`src/rtl/pipe_ctrl_pkg.sv`:
```
// Shared types and constants for the pipeline hazard controller.
package pipe_ctrl_pkg;

    typedef enum logic [1:0] {
        RUN      = 2'd0,
        MEM_WAIT = 2'd1,
        ERR      = 2'd2
    } hz_state_t;

    localparam logic [4:0] REG_X0 = 5'd0;

endpackage

```
`src/rtl/sat_counter.sv`:
```
// Up-counter that sticks at all-ones instead of wrapping.
module sat_counter #(
    parameter int unsigned W = 16
) (
    input  logic         clk,
    input  logic         reset,
    input  logic         inc,
    output logic [W-1:0] count
);

    logic [W-1:0] count_q;
    logic [W-1:0] count_d;

    always_comb begin
        count_d = count_q;
        if (inc && (count_q != '1)) begin
            count_d = count_q + 1'b1;
        end
    end

    always_ff @(posedge clk) begin
        if (reset) begin
            count_q <= '0;
        end else begin
            count_q <= count_d;
        end
    end

    assign count = count_q;

endmodule

```
`src/rtl/pipeline_hazard_ctrl.sv`:
```
// Stall/flush sequencer for the 5-stage pipeline: load-use stalls, redirect flushes,
// data-memory wait handling with timeout, and saturating perf counters.
module pipeline_hazard_ctrl
    import pipe_ctrl_pkg::*;
#(
    parameter int unsigned MEM_TIMEOUT = 64,
    parameter int unsigned CNT_W       = 16
) (
    input  logic             clk,
    input  logic             reset,
    input  logic [4:0]       ifid_rs1,
    input  logic [4:0]       ifid_rs2,
    input  logic             ifid_use_rs1,
    input  logic             ifid_use_rs2,
    input  logic             idex_memread,
    input  logic [4:0]       idex_rd,
    input  logic             exmem_branch,
    input  logic             exmem_zero,
    input  logic             exmem_jump,
    input  logic             exmem_memrd,
    input  logic             exmem_memwr,
    input  logic             dmem_ready,
    output logic             pc_write,
    output logic             pc_redirect,
    output logic             ifid_write,
    output logic             ifid_flush,
    output logic             idex_flush,
    output logic             exmem_hold,
    output logic             exmem_flush,
    output logic             memwb_bubble,
    output logic             dmem_req,
    output logic             mem_err,
    output logic [CNT_W-1:0] stall_cnt,
    output logic [CNT_W-1:0] flush_cnt
);

    localparam int unsigned WAIT_W = (MEM_TIMEOUT > 1) ? $clog2(MEM_TIMEOUT) : 1;
    localparam logic [WAIT_W-1:0] WAIT_LAST = WAIT_W'(MEM_TIMEOUT - 1);

    hz_state_t         state_q, state_d;
    logic [WAIT_W-1:0] wait_cnt_q, wait_cnt_d;
    logic              mem_err_q, mem_err_d;

    logic taken, lduse, memop, mem_stall;

    assign taken = (exmem_branch & exmem_zero) | exmem_jump;
    assign memop = exmem_memrd | exmem_memwr;
    assign lduse = idex_memread & (idex_rd != REG_X0) &
                   ((ifid_use_rs1 & (ifid_rs1 == idex_rd)) |
                    (ifid_use_rs2 & (ifid_rs2 == idex_rd)));

    // A ready in MEM_WAIT releases the stall in that same cycle, so the
    // frozen EX/MEM contents (including a pending redirect) act right away.
    assign mem_stall = (state_q == ERR) |
                       (((state_q == MEM_WAIT) | memop) & ~dmem_ready);

    always_ff @(posedge clk) begin
        if (reset) begin
            state_q    <= RUN;
            wait_cnt_q <= '0;
            mem_err_q  <= 1'b0;
        end else begin
            state_q    <= state_d;
            wait_cnt_q <= wait_cnt_d;
            mem_err_q  <= mem_err_d;
        end
    end

    always_comb begin
        state_d    = state_q;
        wait_cnt_d = wait_cnt_q;
        mem_err_d  = mem_err_q;
        unique case (state_q)
            RUN: begin
                wait_cnt_d = '0;
                if (memop && !dmem_ready) begin
                    state_d = MEM_WAIT;
                end
            end
            MEM_WAIT: begin
                if (dmem_ready) begin
                    state_d    = RUN;
                    wait_cnt_d = '0;
                end else if (wait_cnt_q == WAIT_LAST) begin
                    state_d   = ERR;
                    mem_err_d = 1'b1;
                end else begin
                    wait_cnt_d = wait_cnt_q + 1'b1;
                end
            end
            ERR: begin
                mem_err_d = 1'b1;
            end
            default: begin
                state_d = RUN;
            end
        endcase
    end

    always_comb begin
        pc_write     = 1'b1;
        pc_redirect  = 1'b0;
        ifid_write   = 1'b1;
        ifid_flush   = 1'b0;
        idex_flush   = 1'b0;
        exmem_hold   = 1'b0;
        exmem_flush  = 1'b0;
        memwb_bubble = 1'b0;
        unique case (state_q)
            RUN:      dmem_req = memop;
            MEM_WAIT: dmem_req = 1'b1;
            default:  dmem_req = 1'b0;
        endcase

        if (reset) begin
            pc_write     = 1'b0;
            ifid_write   = 1'b0;
            ifid_flush   = 1'b1;
            idex_flush   = 1'b1;
            exmem_flush  = 1'b1;
            memwb_bubble = 1'b1;
            dmem_req     = 1'b0;
        end else if (mem_stall) begin
            pc_write     = 1'b0;
            ifid_write   = 1'b0;
            exmem_hold   = 1'b1;
            memwb_bubble = 1'b1;
        end else if (taken) begin
            pc_redirect = 1'b1;
            ifid_flush  = 1'b1;
            idex_flush  = 1'b1;
            exmem_flush = 1'b1;
        end else if (lduse) begin
            pc_write   = 1'b0;
            ifid_write = 1'b0;
            idex_flush = 1'b1;
        end
    end

    assign mem_err = mem_err_q;

    sat_counter #(
        .W(CNT_W)
    ) u_stall_cnt (
        .clk  (clk),
        .reset(reset),
        .inc  (~pc_write),
        .count(stall_cnt)
    );

    sat_counter #(
        .W(CNT_W)
    ) u_flush_cnt (
        .clk  (clk),
        .reset(reset),
        .inc  (pc_redirect),
        .count(flush_cnt)
    );

endmodule

```
`config.mk`:
```
export PLATFORM = sky130hd
export DESIGN_NAME = pipeline_hazard_ctrl
export DESIGN_NICKNAME = d
export VERILOG_FILES = /design/src/rtl/pipe_ctrl_pkg.sv /design/src/rtl/sat_counter.sv /design/src/rtl/pipeline_hazard_ctrl.sv
export SDC_FILE = /design/constraint.sdc
export NUM_CORES = 1
export LEC_CHECK = 0
export ABC_AREA = 1
export CAP_MARGIN = 25
export CORE_MARGIN = 2
export CORE_UTILIZATION = 49
export DETAILED_ROUTE_END_ITERATION = 8
export GPL_TIMING_DRIVEN = 0
export MAX_ROUTING_LAYER = met4
export PLACE_DENSITY = 0.86
export SYNTH_ARGS = -nofsm -noshare
export SYNTH_HDL_FRONTEND = slang
export SYNTH_SLANG_ARGS = --single-unit
```
`constraint.sdc`:
```
create_clock -name clk -period 1.9 [get_ports clk]
set_input_delay 0.19 -clock clk [delete_from_list [all_inputs] [get_ports clk]]
set_output_delay 0.19 -clock clk [all_outputs]
set_load 0.005 [all_outputs]
```
# Yosys cells after proc, flatten, opt, wreduce, memory -nomap -nowiden
# Index checks and enable logic that the tools add are counted.
# op_classes
n_reduce_logical	11
addsub	3
n_eq_ne	12
muxes	27
bitwise	14
# ops
operator	n
$add 16x1->16 const B	2
$ne 16x16->1 const B	2
$mux 1	18
$mux 6	2
$pmux 6 s2	1
$eq 5x5->1	2
$add 6x1->6 const B	1
$and 1x1->1	6
$eq 6x6->1 const B	1
$mux 2	3
$pmux 2 s3	1
$reduce_and 3->1	2
$or 1x1->1	5
$reduce_bool 5->1	1
$ne 2x2->1 const B	2
$pmux 1 s2	2
$reduce_bool 2->1	2
$logic_and 1x1->1	3
$ne 3x2->1 const B	1
$ne 3x3->1 const B	1
$not 1->1	3
$eq 2x1->1 const B	1
$eq 2x2->1 const B	1
$logic_not 2->1	1
3 further kinds	3
# word_totals
input_bits	26
out_inout_bits	42
register_bits	41
elab_cells	72

# Depth between registers and ports, before layout
# logic_depth
word_depth	10
depth_mapped	13

# By module
# A second synthesis with hierarchy kept.
# unflattened
cells_unflattened	433
hier_area_um2	2625.0
# by_module_without_submodules
mod	n_inst	cells_each	area_per_inst_um2	seq_area_each_um2
sat_counter	2	149	929.6	320.3
pipeline_hazard_ctrl	1	135	765.7	180.2

# Worst setup path after synthesis
# OpenSTA, ideal clock, no wires.
# synth_timing
path_type	register -> register
start	reg u_flush_cnt.count_q[0] (netlist: u_flush_cnt.count[0])
end	reg u_flush_cnt.count_q[5] (netlist: u_flush_cnt.count[5])
arrival_ns	1.535
setup_slack_ns	0.251
stages_incl_launch_ff	12
period_less_slack_ns	1.649
required_ns	1.785
path_cell_list	dfxtp_1 > ha_1 > nand2_1 > nor3_4 > nand2_2 > nor2_2 > nand2_1 > nand2_2 > inv_2 > buf_6 > a21oi_1 > nor2_1
# synth_via
elab_chain_cells	2
elab_cells_between_ends	3
# synth_lines
item	line_no	text
from (decl)	sat_counter.sv:11	logic [W-1:0] count_q;
from (signal assigned)	sat_counter.sv:25	count_q <= count_d;
branches (longest 2 deep; another with $add 16x1->16)	-	
# Several ways; the timed one is not identified.
# A chain may end at the register's enable or synchronous reset.

# Final worst setup path
# layout_timing
start	reg state_q[0]
end	out memwb_bubble
# layout_via
elab_chain_cells	6
elab_cells_between_ends	7
# layout_lines
item	line_no	text
from (decl)	pipeline_hazard_ctrl.sv:40	hz_state_t state_q, state_d;
from (signal assigned)	pipeline_hazard_ctrl.sv:63	state_q <= state_d;
$eq 2x1->1	pipeline_hazard_ctrl.sv:55	(((state_q == MEM_WAIT) | memop) & ~dmem_ready);
$or 1x1->1	pipeline_hazard_ctrl.sv:55	
$and 1x1->1	pipeline_hazard_ctrl.sv:55	
$or 1x1->1 *	pipeline_hazard_ctrl.sv:54	assign mem_stall = (state_q == ERR) |
$mux 1 *	pipeline_hazard_ctrl.sv:123	end else if (mem_stall) begin
$mux 1 *	pipeline_hazard_ctrl.sv:115	if (reset) begin
to (decl)	pipeline_hazard_ctrl.sv:30	output logic memwb_bubble,
# Every way passes the cells marked *; elsewhere a longest branch is shown, timed or not.

==> impl_metrics.yaml <==
drt:
  top_layer: "met4"
  drt-met1-wl_mm: 3.09
  routed-wl-met2_mm: 3.52
  wl_per_cell_um: 13.2
  post-route-drc-count: 0
  drtAntennaViolNets: 0
  via_per_inst: 5.20
  routed_wl_mm: 7.11
  drtPass1Iterations: 5
  vias: 2808
  drt_iter0_markers: 202
  wl_met3_um: 416
logic_synthesis:
  syn_area_per_cell_um2: 6.62
  yosysTopAreaCell: "dfxtp_1"
  synth_top_family_by_area: "simple AND/OR/NAND/NOR gates"
  ys_types: 34
  ys.flop_type: "dfxtp_1"
  synth_compound_area_share_pct: 10.3
  synthTopCellsByArea: "dfxtp_1 32%, nand2_1 15%, nor2_1 7.1%"
  synth_top_area_share_pct: 32.3
  synth_edf_count: 0
  synth_simple_gate_area_share_pct: 38.3
  synth-seq-area-share_pct: 32.3
  yosysWarnings: 0
  yosys-mux-area-fraction_pct: 0
  async_reset_ff_share_pct: 0
  ys_ff_latch: 41
  synthAdderAreaFrac_pct: 1.48
  syn_area_mm2: 0.00254
  synth_xor_area_share_pct: 7.92
  syn_nets: 413
  synth_cells: 384
worst_setup_path:
  crit_arrival_ns: 1.63
  critPathKind: "reg -> out"
  worst-path-buf-inv: 3
  crit_slowest_cell: "clkdlybuf4s50_1"
  crit_path_max_fanout: 4
  crit_family: "buffers and inverters"
  endpoint_kind: "primary output"
  path_cells: "inv_2 -> nor2_2 -> nand2_2 -> nand3_2 -> nor2_4 -> inv_1 -> clkdlybuf4s50_1"
  worstReg2RegStart: "u_stall_cnt.count[1]$_SDFFE_PP0P_"
  ff2ff_setup_slack_ns: 0.11
  required_ns: 1.71
  r2r_cells: 9
  r2r-end: "u_stall_cnt.count[7]$_SDFFE_PP0P_"
  crit_path_start_kind: "flop"
  path_depth: 7
  slowest_delay_ns: 0.50
cts:
  path_clk_slew_ns: 0.07
  clk_latency_ns: 0.30
  htreeDepth: 2
  clockRootBuffer: "clkbuf_8"
  cts_tree: "done"
  clk_path_buf_depth: 2
  cts.sinks: 41
  cts_made_buffers: 5
power:
  switching_share_pct: 26.3
  pwr-share-comb_pct: 16.5
  power_density_mw_per_mm2: 509
  power.switching_uw: 481
  clock_power_share_pct: 35.1
  p_int_uw: 1350
  max-vdd-ir-drop_uv: 549
  seq_power_share_pct: 48.5
  p_leak_uw: 0.00153
hold_path:
  hold_class: "reg -> reg"
  whs_endpoint: "mem_err$_SDFFE_PP0P_"
  min_from: "mem_err$_SDFFE_PP0P_"
  hold_depth: 2
flow_run:
  maxCapViolCount: 0
floorplanning:
  initial_core_util_pct: 50.4
  dieArea_mm2: 0.00578
  die_w_um: 76.0
  die_y_um: 76.0
  num_rows: 26
  core_mm2: 0.00504
  io_pins: 68
timing:
  setup-violations-final: 0
  tightest_slew_ns: 0.575
  slew_headroom_pct: 61.7
  finalCriticalPeriod_ns: 1.82
  rsz0062_at_grt: "yes"
  finalCritPeriodShare_pct: 95.7
  whs_ns: 0.459
  max_freq_mhz: 550
  finalClockSkew_ns: 0.00665
  finalSetupTns_ns: 0
  final-hold-violation-count: 0
  slew_viol_final: 0
cells_and_area:
  syn2layout_area_growth_pct: 41.4
  stdcell_count: 540
  drive_above_1_share_pct: 18.3
  diodes: 0
  nNetsFinal: 498
  n_fill_cell: 421
place:
  place_congestion: 0.962
  hpwl_mm: 4.95
  place_inst: 521
  io_buffers: 67
global_routing:
  grt.total_usage_pct: 25.5
  grt_pass1_wl_mm: 11.8
  antenna_found_initial: 0
  overflow: 0
  grt_pass1_vias: 2636
  grt_max_degree: 13
run_status:
  status: "completed"
power groups by stage:
stage / Clock [uW] / Sequential, uW / Combinational (uW)
after global placement: 0 / 904 / 260
after floorplan: 0 / 903 / 131
after global routing: 688 / 888 / 328
after CTS: 649 / 886 / 283
final: 642 / 886 / 301
after detailed placement: 0 / 905 / 267
cell usage after synthesis (3+ instances only):
library cell    n
nor2_1         48
clkbuf_1        4
nand2_2         7
xnor2_1         8
ha_1            3
xor2_1         15
buf_2           3
nor3_1          7
nand4_1         3
inv_2           4
a21oi_2         3
a21oi_1        30
o21ai_0         5
inv_1          41
dfxtp_1        41
buf_6           3
nand2_1       101
nor2_4          3
nand3_1        35
layout make-up:
type | count | area, um2 | share of cell area [%]
Timing Repair Buffer | 79 | 762 | 21.2
Clock inverter | 1 | 5.00 | 0.139
Clock buffer | 7 | 96.3 | 2.68
Buffer | 11 | 93.8 | 2.61
Sequential cell | 41 | 830 | 23.1
Inverter | 45 | 169 | 4.70
Multi-Input combinational cell | 286 | 1550 | 43.2
Tap cell | 70 | 87.6 | 2.44
state kept, by name, summed over array words and instances, names as in the netlist:
register and cells:
wait_cnt_q 6, u_stall_cnt.count 16, state_q 2, u_flush_cnt.count 16
mem_err 1
metrics by stage:
step | cell area, um2 | total power, uW | setup WS, ns | util, %
finish | 3590 | 1830 | 0.0818 | 71.3
floorplan | 2540 | 1030 | 0.251 | -
CTS | 3500 | 1820 | 0.0155 | 69.5
global route | 3590 | 1900 | -0.0340 | 71.3
global placement | 3300 | 1160 | -0.668 | 65.5
detailed placement | 3300 | 1170 | -0.714 | 65.5
logic make-up (layout without fill, tap and decap cells):
logic type               Yosys count  after routing
AO/OA/AOI/OAI                     46             46
XOR/XNOR                          23             23
adder cells (fa/ha/maj)            3              3
buffers and inverters             57            143
flip-flops                        41             41
AND/OR/NAND/NOR                  214            214
layout by cell type, fill, tap and decap left out, types with 2 or more instances in the layout:
cell and n:
a21o_1 2, a21oi_1 30, a21oi_2 3, a31o_2 2, buf_2 2, buf_4 16, buf_6 4, clkbuf_1 2
clkbuf_8 8, clkdlybuf4s50_1 44, dfxtp_1 36, dfxtp_2 4, dlygate4sd2_1 11, dlymetal6s2s_1 9, ha_1 2, inv_1 35
inv_2 10, nand2_1 94, nand2_2 13, nand2_4 2, nand3_1 33, nand4_1 3, nor2_1 40, nor2_2 7
nor2_4 6, nor3_1 7, nor3_4 2, o21ai_0 4, o21ai_1 2, xnor2_1 8, xor2_1 15
tightest hold or removal path: stages (launching register included):
cell     delay (ns)
dfxtp_1        0.32
inv_1          0.05
a21oi_1        0.05
what timing repair did:
action	in CTS	in global routing
buffers inserted	9	3
pin swaps	10	13
hold buffers	0	0
gates resized for setup	43	30
setup endpoints to repair	15	34
worst max path at each step:
stage | from | to | slack (ns)
after floorplan | u_flush_cnt.count[0]$_SDFFE_PP0P_ | u_flush_cnt.count[5]$_SDFFE_PP0P_ | 0.25
after global placement | idex_rd[4] | pc_write | -0.67
after detailed placement | idex_rd[4] | pc_write | -0.71
after CTS | reset | dmem_req | 0.02
after global routing | wait_cnt_q[0]$_SDFFE_PP0P_ | wait_cnt_q[5]$_SDFFE_PP0P_ | -0.03
final | state_q[0]$_SDFFE_PP0P_ | memwb_bubble | 0.08
per-layer routing:
metal  track usage (%)  vias to the layer above
met1              29.9                     1313
met5                 -                        -
met3              6.16                       11
li1                  -                     1391
met2              43.5                       93
met4              7.64                        0
Power figures use the tool's default switching activity.
